### src/rtl/uart_fifo_transmitter_if.sv
// Byte handshake between the CPU IO logic (master) and the UART transmitter (slave).
interface uart_fifo_transmitter_if;
  logic [7:0] DataIn;
  logic       DataInValid;
  logic       DataInReady;

  modport master (output DataIn, output DataInValid, input DataInReady);
  modport slave  (input DataIn, input DataInValid, output DataInReady);
endinterface

### src/rtl/uart_fifo_transmitter.sv
// UART transmit path: small byte FIFO feeding an 8N1 serialiser, LSB first.
module uart_fifo_transmitter #(
  parameter int unsigned ClockFreq  = 50_000_000,
  parameter int unsigned BaudRate   = 115_200,
  parameter int unsigned FifoDepth  = 4,
  parameter int unsigned CountWidth = 3
) (
  input  logic                      Clock,
  input  logic                      Reset,
  uart_fifo_transmitter_if.slave    Bus,
  output logic                      SOut,
  output logic                      Busy,
  output logic [CountWidth-1:0]     Count
);

  localparam int unsigned SymbolEdgeTime = ClockFreq / BaudRate;
  localparam int unsigned BaudWidth      = (SymbolEdgeTime > 1) ? $clog2(SymbolEdgeTime) : 1;
  localparam int unsigned PtrWidth       = $clog2(FifoDepth);

  typedef enum logic [1:0] {IDLE, START, DATA, STOP} state_t;

  state_t                state, state_d;
  logic [BaudWidth-1:0]  baud_cnt, baud_cnt_d;
  logic [2:0]            bit_idx, bit_idx_d;
  logic [7:0]            shift_q, shift_d;
  logic                  sout_q, sout_d;
  logic                  baud_last;
  logic                  push, pop;

  logic [7:0]            fifo_mem [FifoDepth];
  logic [PtrWidth-1:0]   wr_ptr, rd_ptr;
  logic [CountWidth-1:0] count_q;

  // Ready depends only on the registered fill level, never on DataInValid.
  assign Bus.DataInReady = (count_q != CountWidth'(FifoDepth));
  assign push            = Bus.DataInValid && Bus.DataInReady;
  assign baud_last       = (baud_cnt == BaudWidth'(SymbolEdgeTime - 1));
  assign Count           = count_q;
  assign Busy            = (state != IDLE) || (count_q != '0);
  assign SOut            = sout_q;

  // Next-state and datapath decode; SOut is registered from the current state.
  always_comb begin
    state_d    = state;
    baud_cnt_d = baud_cnt;
    bit_idx_d  = bit_idx;
    shift_d    = shift_q;
    sout_d     = 1'b1;
    pop        = 1'b0;
    case (state)
      IDLE: begin
        if (count_q != '0) begin
          pop        = 1'b1;
          shift_d    = fifo_mem[rd_ptr];
          baud_cnt_d = '0;
          state_d    = START;
        end
      end
      START: begin
        sout_d = 1'b0;
        if (baud_last) begin
          baud_cnt_d = '0;
          bit_idx_d  = '0;
          state_d    = DATA;
        end else begin
          baud_cnt_d = baud_cnt + BaudWidth'(1);
        end
      end
      DATA: begin
        sout_d = shift_q[0];
        if (baud_last) begin
          baud_cnt_d = '0;
          shift_d    = {1'b0, shift_q[7:1]};
          bit_idx_d  = bit_idx + 3'd1;
          if (bit_idx == 3'd7) state_d = STOP;
        end else begin
          baud_cnt_d = baud_cnt + BaudWidth'(1);
        end
      end
      STOP: begin
        sout_d = 1'b1;
        if (baud_last) begin
          baud_cnt_d = '0;
          // Chain straight into the next frame when a byte is waiting.
          if (count_q != '0) begin
            pop     = 1'b1;
            shift_d = fifo_mem[rd_ptr];
            state_d = START;
          end else begin
            state_d = IDLE;
          end
        end else begin
          baud_cnt_d = baud_cnt + BaudWidth'(1);
        end
      end
      default: state_d = IDLE;
    endcase
  end

  // FSM state and serialiser registers.
  always_ff @(posedge Clock) begin
    if (Reset) begin
      state    <= IDLE;
      baud_cnt <= '0;
      bit_idx  <= '0;
      shift_q  <= '0;
      sout_q   <= 1'b1;
    end else begin
      state    <= state_d;
      baud_cnt <= baud_cnt_d;
      bit_idx  <= bit_idx_d;
      shift_q  <= shift_d;
      sout_q   <= sout_d;
    end
  end

  // FIFO pointers and fill level; pointers wrap naturally at the power-of-two depth.
  always_ff @(posedge Clock) begin
    if (Reset) begin
      wr_ptr  <= '0;
      rd_ptr  <= '0;
      count_q <= '0;
    end else begin
      if (push) wr_ptr <= wr_ptr + PtrWidth'(1);
      if (pop)  rd_ptr <= rd_ptr + PtrWidth'(1);
      case ({push, pop})
        2'b10:   count_q <= count_q + CountWidth'(1);
        2'b01:   count_q <= count_q - CountWidth'(1);
        default: count_q <= count_q;
      endcase
    end
  end

  always_ff @(posedge Clock) begin
    if (push) fifo_mem[wr_ptr] <= Bus.DataIn;
  end

endmodule

### src/flat_wrapper.sv
// flat-port wrapper written by rule: the top's interface ports become plain ports
module uart_fifo_transmitter_flat 
#(
  parameter int unsigned ClockFreq  = 50_000_000,
  parameter int unsigned BaudRate   = 115_200,
  parameter int unsigned FifoDepth  = 4,
  parameter int unsigned CountWidth = 3
)
  (Clock, Reset, SOut, Busy, Count, Bus_DataIn, Bus_DataInValid, Bus_DataInReady);
  uart_fifo_transmitter_if Bus_i ();
  input  logic Clock;
  input  logic Reset;
  output logic SOut;
  output logic Busy;
  output logic [CountWidth-1:0] Count;
  input wire logic [$bits(Bus_i.DataIn)-1:0] Bus_DataIn;
  input wire logic [$bits(Bus_i.DataInValid)-1:0] Bus_DataInValid;
  output wire logic [$bits(Bus_i.DataInReady)-1:0] Bus_DataInReady;
  assign Bus_i.DataIn = Bus_DataIn;
  assign Bus_i.DataInValid = Bus_DataInValid;
  assign Bus_DataInReady = Bus_i.DataInReady;
  uart_fifo_transmitter #(.ClockFreq(ClockFreq), .BaudRate(BaudRate), .FifoDepth(FifoDepth), .CountWidth(CountWidth)) u_core (.Clock(Clock), .Reset(Reset), .Bus(Bus_i), .SOut(SOut), .Busy(Busy), .Count(Count));
endmodule
### config.mk
export PLATFORM = sky130hd
export DESIGN_NAME = uart_fifo_transmitter_flat
export DESIGN_NICKNAME = d
export VERILOG_FILES = /design/src/rtl/uart_fifo_transmitter_if.sv /design/src/rtl/uart_fifo_transmitter.sv /design/src/flat_wrapper.sv
export SDC_FILE = /design/constraint.sdc
export NUM_CORES = 1
export LEC_CHECK = 0
export ABC_CLOCK_PERIOD_IN_PS = 2180
export BUFFER_PORTS_ARGS = -buffer_cell sky130_fd_sc_hd__buf_2
export CAP_MARGIN = 20
export CORE_MARGIN = 8
export CORE_UTILIZATION = 30
export DETAILED_ROUTE_END_ITERATION = 8
export GPL_ROUTABILITY_DRIVEN = 0
export SLEW_MARGIN = 0
export SYNTH_ARGS = -nofsm -noshare
export SYNTH_HDL_FRONTEND = slang
export SYNTH_SLANG_ARGS = --single-unit
### constraint.sdc
create_clock -name Clock -period 2.18 [get_ports Clock]
set_input_delay 0.436 -clock Clock [delete_from_list [all_inputs] [get_ports Clock]]
set_output_delay 0.436 -clock Clock [all_outputs]
set_load 0.1 [all_outputs]
# Word-level counts from Yosys, hierarchy flattened
# Memories as Yosys holds them, arrays and structs flattened. A register that Yosys moved wholly into a read port is not among the register bits.
# Cells that the tools add are included.
[word_totals] mem_bits_ro=0 memories=1 latch_bits=0 wordCells=66 input_bits=11 mem_bits_rw=32 regBits=30 output_inout_bits=6
[classes] n_bitwise=0 order_cmp=0 mux=26 n_reduce_logical=12 shifts=0 eq_ne=13 multipliers=0 div_mod_pow=0 addsub=6
[mem_list] memory="u_core.fifo_mem" depth=4 width=8 read_ports=1 rd_ports_with_merged_regs=1 write_ports=1 line="uart_fifo_transmitter.sv:30" rtl="logic [7:0] fifo_mem [FifoDepth];"
[ops] op="8-bit two-way mux" count=3
[ops] op="8-bit case mux with 3 select lines" count=1
[ops] op="9-bit two-way mux" count=2
[ops] op="9-bit case mux with 2 select lines" count=1
[ops] op="2-bit two-way mux" count=7
[ops] op="3-bit case mux with 2 select lines" count=2
[ops] op="2-bit by 1-bit inequality test with 1-bit output, second input constant" count=5
[ops] op="9-bit by 1-bit adder with 9-bit output, second input constant" count=1
[ops] op="9-bit equality test, second input constant" count=1
[ops] op="2-bit case mux with 4 select lines" count=1
[ops] op="3-bit by 1-bit adder with 3-bit output, second input constant" count=2
[ops] op="2-bit equality test, second input constant" count=3
[ops] op="3-bit two-way mux" count=2
[ops] op="3-bit AND reduction" count=2
[ops] op="2-bit nonzero test" count=3
[ops] op="3-bit nonzero test" count=2
[ops] op="1-bit two-way mux" count=5
[ops] op="5-bit AND reduction" count=1
[ops] op="2-bit by 1-bit adder with 2-bit output, second input constant" count=2
[ops] op="2-bit by 1-bit equality test with 1-bit output, second input constant" count=2
[ops] op="1-bit case mux with 2 select lines" count=2
[ops] op="3-bit equality test, second input constant" count=1
[ops] op="3-bit inequality test, second input constant" count=1
[ops] op="3-bit OR reduction" count=1
[ops] op="4 further kinds" count=4

# Depth between registers and ports, before layout
[depth] depth_word=6 depth_mapped=11 ltp_nobuf=10

# Worst setup path after synthesis
# OpenSTA, ideal clock, no wires.
[synth_timing] path_type="register to register" start="register u_core.count_q[0] (netlist: u_core.Count[0])" end="register u_core.count_q[1] (netlist: u_core.Count[1])" n_path_buf=2 setup_ns=0.064 slack_ns=-1.471 required_ns=2.116 stages_incl_launch_ff=10 arrival_time_ns=3.587 synth_period_minus_slack_ns=3.651 path_cell_list="dfxtp_1 -> or3b_2 -> clkbuf_1 -> and2_1 -> clkbuf_1 -> nor2_1 -> fa_1 -> nor2b_1 -> nand4_1 -> nand4_1"
[synth_between] elab_cells_between_ends=12 classes_between="add/sub: 2; eq/ne: 3; mux: 4; reduce/logical: 3"
[synth_lines] item="from (decl)" line="uart_fifo_transmitter.sv:32" rtl="logic [CountWidth-1:0] count_q;"
[synth_lines] item="from (signal assigned)" line="uart_fifo_transmitter.sv:127" rtl="2'b10: count_q <= count_q + CountWidth'(1);"
[synth_lines] item="from (signal assigned)" line="uart_fifo_transmitter.sv:128" rtl="2'b01: count_q <= count_q - CountWidth'(1);"
[synth_lines] item="from (signal assigned)" line="uart_fifo_transmitter.sv:129" rtl="default: count_q <= count_q;"
[synth_lines] item="3-bit inequality test *" line="uart_fifo_transmitter.sv:35" rtl="assign Bus.DataInReady = (count_q != CountWidth'(FifoDepth));"
[synth_lines] item="named net Bus_DataInReady" line="flat_wrapper.sv:18" rtl="output wire logic [$bits(Bus_i.DataInReady)-1:0] Bus_DataInReady;"
[synth_lines] item="1-bit logical AND *" line="uart_fifo_transmitter.sv:36" rtl="assign push = Bus.DataInValid && Bus.DataInReady;"
[synth_lines] item="2-bit by 1-bit equality test with 1-bit output or 2-bit equality test (tied branches)" line="uart_fifo_transmitter.sv:126" rtl="case ({push, pop})"
[synth_lines] item="3-bit case mux with 2 select lines or 2-bit nonzero test (tied branches)"
# The timed path passes the listed nets; every way through them passes the cells marked *.
# A chain may end at the register's enable or synchronous reset.

# Final worst setup path
[layout_timing] start="register u_core.baud_cnt[1]" end="register u_core.count_q[1] (netlist: u_core.Count[1])"
[layout_between] elab_chain_cells=5 elab_cells_between_ends=7 classes_between="eq/ne: 3; mux: 3; reduce/logical: 1"
[layout_rtl] item="from (decl)" line="uart_fifo_transmitter.sv:23" rtl="logic [BaudWidth-1:0] baud_cnt, baud_cnt_d;"
[layout_rtl] item="from (signal assigned)" line="uart_fifo_transmitter.sv:110" rtl="baud_cnt <= baud_cnt_d;"
[layout_rtl] item="9-bit equality test *" line="uart_fifo_transmitter.sv:37" rtl="assign baud_last = (baud_cnt == BaudWidth'(SymbolEdgeTime - 1));"
[layout_rtl] item="1-bit two-way mux *" line="uart_fifo_transmitter.sv:82" rtl="if (baud_last) begin"
[layout_rtl] item="1-bit case mux with 2 select lines *" line="uart_fifo_transmitter.sv:50" rtl="case (state)"
[layout_rtl] item="2-bit by 1-bit equality test with 1-bit output or 2-bit equality test (tied branches)" line="uart_fifo_transmitter.sv:126"
[layout_rtl] item="3-bit case mux with 2 select lines or 2-bit nonzero test (tied branches)"
# Every way passes the cells marked *; elsewhere a longest branch is shown, timed or not.

==> impl_results.md <==
- Status: complete, no violations
- Crit share post-route: 0.954
- Clk pin slew, worst setup/hold paths: 80 ps
- Hold WC Path Type: in2reg
- Largest net degree at the start of global routing: 17
- Antenna diode count: 0
- Area after DPL: 3340 µm²
- Pre-CTS WS: 63.0 ps
- Mapped cell area: 2990 µm²
- Synth Net Count: 275
- DR iter-0 viols: 91
- Max frequency: 481 MHz
- Layout cells sized above 1: 0.286
- Hpwl dp: 4.02 mm
- Hold EP: u_core.fifo_mem[1][7]
- Largest vdd supply drop: 0.526 mV
- Sequential area share after synthesis: 0.536
- Critical path type: reg2reg
- Design Power: 4.65 mW
- Remaining global-route overflow: 0
- Worst-Skew Late Latency: 340 ps
- Most used DFF post-synth: edfxtp_1
- Cell Rows: 36
- Hold WS: 311 ps
- Initial core utilization: 0.307
- DRC Markers: 0
- Top cells by area, synth: edfxtp_1, dfxtp_1, mux4_2
- Met2 GRT Util: 0.158
- PD cells: 1300 nW/µm²
- Cell accounting for the most synthesized area: edfxtp_1
- Commonest cells after routing, fill and taps aside: edfxtp_1, dfxtp_1, a21oi_1
- Worst Hold Launch: Bus_DataIn[7]
- R2R cell count: 10
- First-pass GRT wire length: 9.85 mm
- Longest Clk Path Bufs: 2
- Die H: 116 µm
- Worst rel slew slack: 0.669
- Fraction of synthesis flops using an asynchronous set or reset pin: 0
- Routed via count: 2,077
- Final ANT Viol Nets: 0
- TritonRoute pass-1 iters: 5
- CTS tree: yes
- Max Cap Violations: 0
- CP Launch Type: flip-flop
- Die Area: 13,400 µm²
- Most common cell after layout, fill and taps aside: edfxtp_1
- Worst path slowest cell: fa_2
- CTS H-tree lvls: 3
- Worst stage delay on the critical path: 520 ps
- Layout overhead on the synthesized area: 19.8%
- Vias per cell: 4.99
- Slew Viols, Final: 0
- Met3 global-route usage: 0.0302
- Final hold vios: 0
- Core Area: 9730 µm²
- Final #Nets: 303
- Final setup margin: 99.8 ps
- Critical Path Sink Type: flip-flop
- Minimum clock period: 2080 ps
- Critical path, cell by cell: inv_1 > ha_1 > and4_1 > a31o_2 > nand2_2 > nor2_4 > fa_2 > nor2b_4 > o211ai_1 > nand4_1
- Top Usage Layer GRT: met2
- Req. time, crit path: 2450 ps
- Port Buffers: 16
- Gr usage total: 0.0939
- Design Area, Final: 3580 µm²
- R2R Setup Slk: 100 ps
- Hold depth: 1
- Critical Path Fanout Max: 2
- Share of the synthesized area in the top cell type: 0.321
- Critical path arrival: 2350 ps
- Non-filler instance count after layout: 416
- I/O pin count: 17
- Mapped Cells: 250
- Clock sink count: 64
- Post-synthesis cell type count: 40
- Final setup fails: 0
- Syn Area/Cell: 12.0 µm²
- Number of global-route vias before repair: 2,090
- FF-to-FF End: u_core.Count[1]
- Num CTS Buffers: 9
- Synth Warn #: 0
- Register bit total from synthesis: 64
- Chip width: 116 µm
- RSZ-0062 raised after global routing: false
- Final WL: 5.91 mm
- CTS root buf: clkbuf_8
- Leakage Power: 1.32 nW
- Dpl cells: 400
- Post-CTS setup buffers: 0
- GR Util met1: 0.108
- Least-Margin Pin Slew: 497 ps
- Antenna violations before repair: 0
- Post-DR wirelength/cell: 14.2 µm
- Worst r2r src: u_core.baud_cnt[1]
- Clock Skews: 6.10 ps
- Number of enable flip-flop cells after synthesis: 32
- Number of fill cells in the layout: 971
-- cell usage after synthesis, types with 3 or more instances --
master,number
a21oi_1,22
a311oi_1,15
a41oi_1,3
and3_1,8
buf_2,3
clkbuf_1,12
dfxtp_1,32
edfxtp_1,32
ha_1,13
inv_1,8
mux2i_1,8
mux4_2,8
nand2_1,11
nand2b_1,5
nand3_1,5
nand4_1,10
nor2_1,9
nor2b_1,5
nor3_1,3
o211ai_1,4
o21ai_0,7
-- state kept, by name, summed over array words and instances (netlist names), named ones only --
register         cells
u_core.bit_idx       3
u_core.baud_cnt      9
u_core.state         2
u_core.fifo_mem     32
u_core.wr_ptr        2
u_core.rd_ptr        2
u_core.shift_q       8
u_core.Count         3
u_core.SOut          1
-- metal layers --
layer / routed length [µm] / part of all wire
met1: 2650 / 0.45
met2: 2900 / 0.49
met3: 246 / 0.042
met4: 116 / 0.020
met5: 0 / 0
-- where the power goes --
part	switching [mW]	total (mW)	internal (mW)
logic	1.19	1.93	0.743
registers	0.107	1.57	1.46
clock network	0.497	1.15	0.655
total	1.80	4.65	2.86
-- worst max-delay path: cells and delay by family, from the launching register on --
kind	cells	cell delay [ps]
buf+inv	1	40
fa+ha+maj	2	680
simple gates	5	610
compound gates	2	360
flops	1	330
-- kinds of logic (layout without fill, tap and decap cells) --
group                    count (synthesis)  after routing  share of synthesized area
AO/OA/AOI/OAI                           62             62                      0.144
XOR/XNOR                                 1              1                    0.00293
adder cells (fa/ha/maj)                 14             14                     0.0611
buffers and inverters                   25             58                     0.0352
flip-flops                              64             64                      0.536
multiplexers                            18             18                     0.0946
AND/OR/NAND/NOR                         66             66                      0.126
-- what timing repair did --
item,in CTS,in global routing
pin swaps,0,0
resized for setup,2,4
setup endpoints to repair,1,2
hold buffers,0,0
cloned,0,0
-- area by class of cell --
class / count / area (µm²) / share of cell area
timing repair buffer: 34 / 230 / 0.0643
tap: 133 / 166 / 0.0465
multi-input combinational: 161 / 1320 / 0.367
inverter: 8 / 30.0 / 0.00838
clock inverter: 7 / 103 / 0.0286
sequential: 64 / 1610 / 0.451
clock buffer: 9 / 124 / 0.0346
-- metrics by stage --
stage	TNS [ps]	utilization
after global routing	0	0.368
after detailed placement	0	0.343
after CTS	0	0.367
after global placement	0	0.343
after floorplan	-247	-
final	0	0.368
-- worst max path at each step --
| stage | from | to | depth (start not counted) | slack (ps) |
|---|---|---|---|---|
| after CTS | u_core.baud_cnt[1] | u_core.Count[1] | 10 | 70 |
| after global placement | u_core.baud_cnt[1] | u_core.Count[1] | 10 | 140 |
| after detailed placement | u_core.state[0] | u_core.Count[1] | 9 | 60 |
| after floorplan | u_core.Count[2] | u_core.Count[1] | 9 | -250 |
| after global routing | u_core.baud_cnt[1] | u_core.Count[1] | 10 | 8 |
| final | u_core.baud_cnt[1] | u_core.Count[1] | 10 | 100 |
No activity file was read; power rests on OpenSTA's default activity.
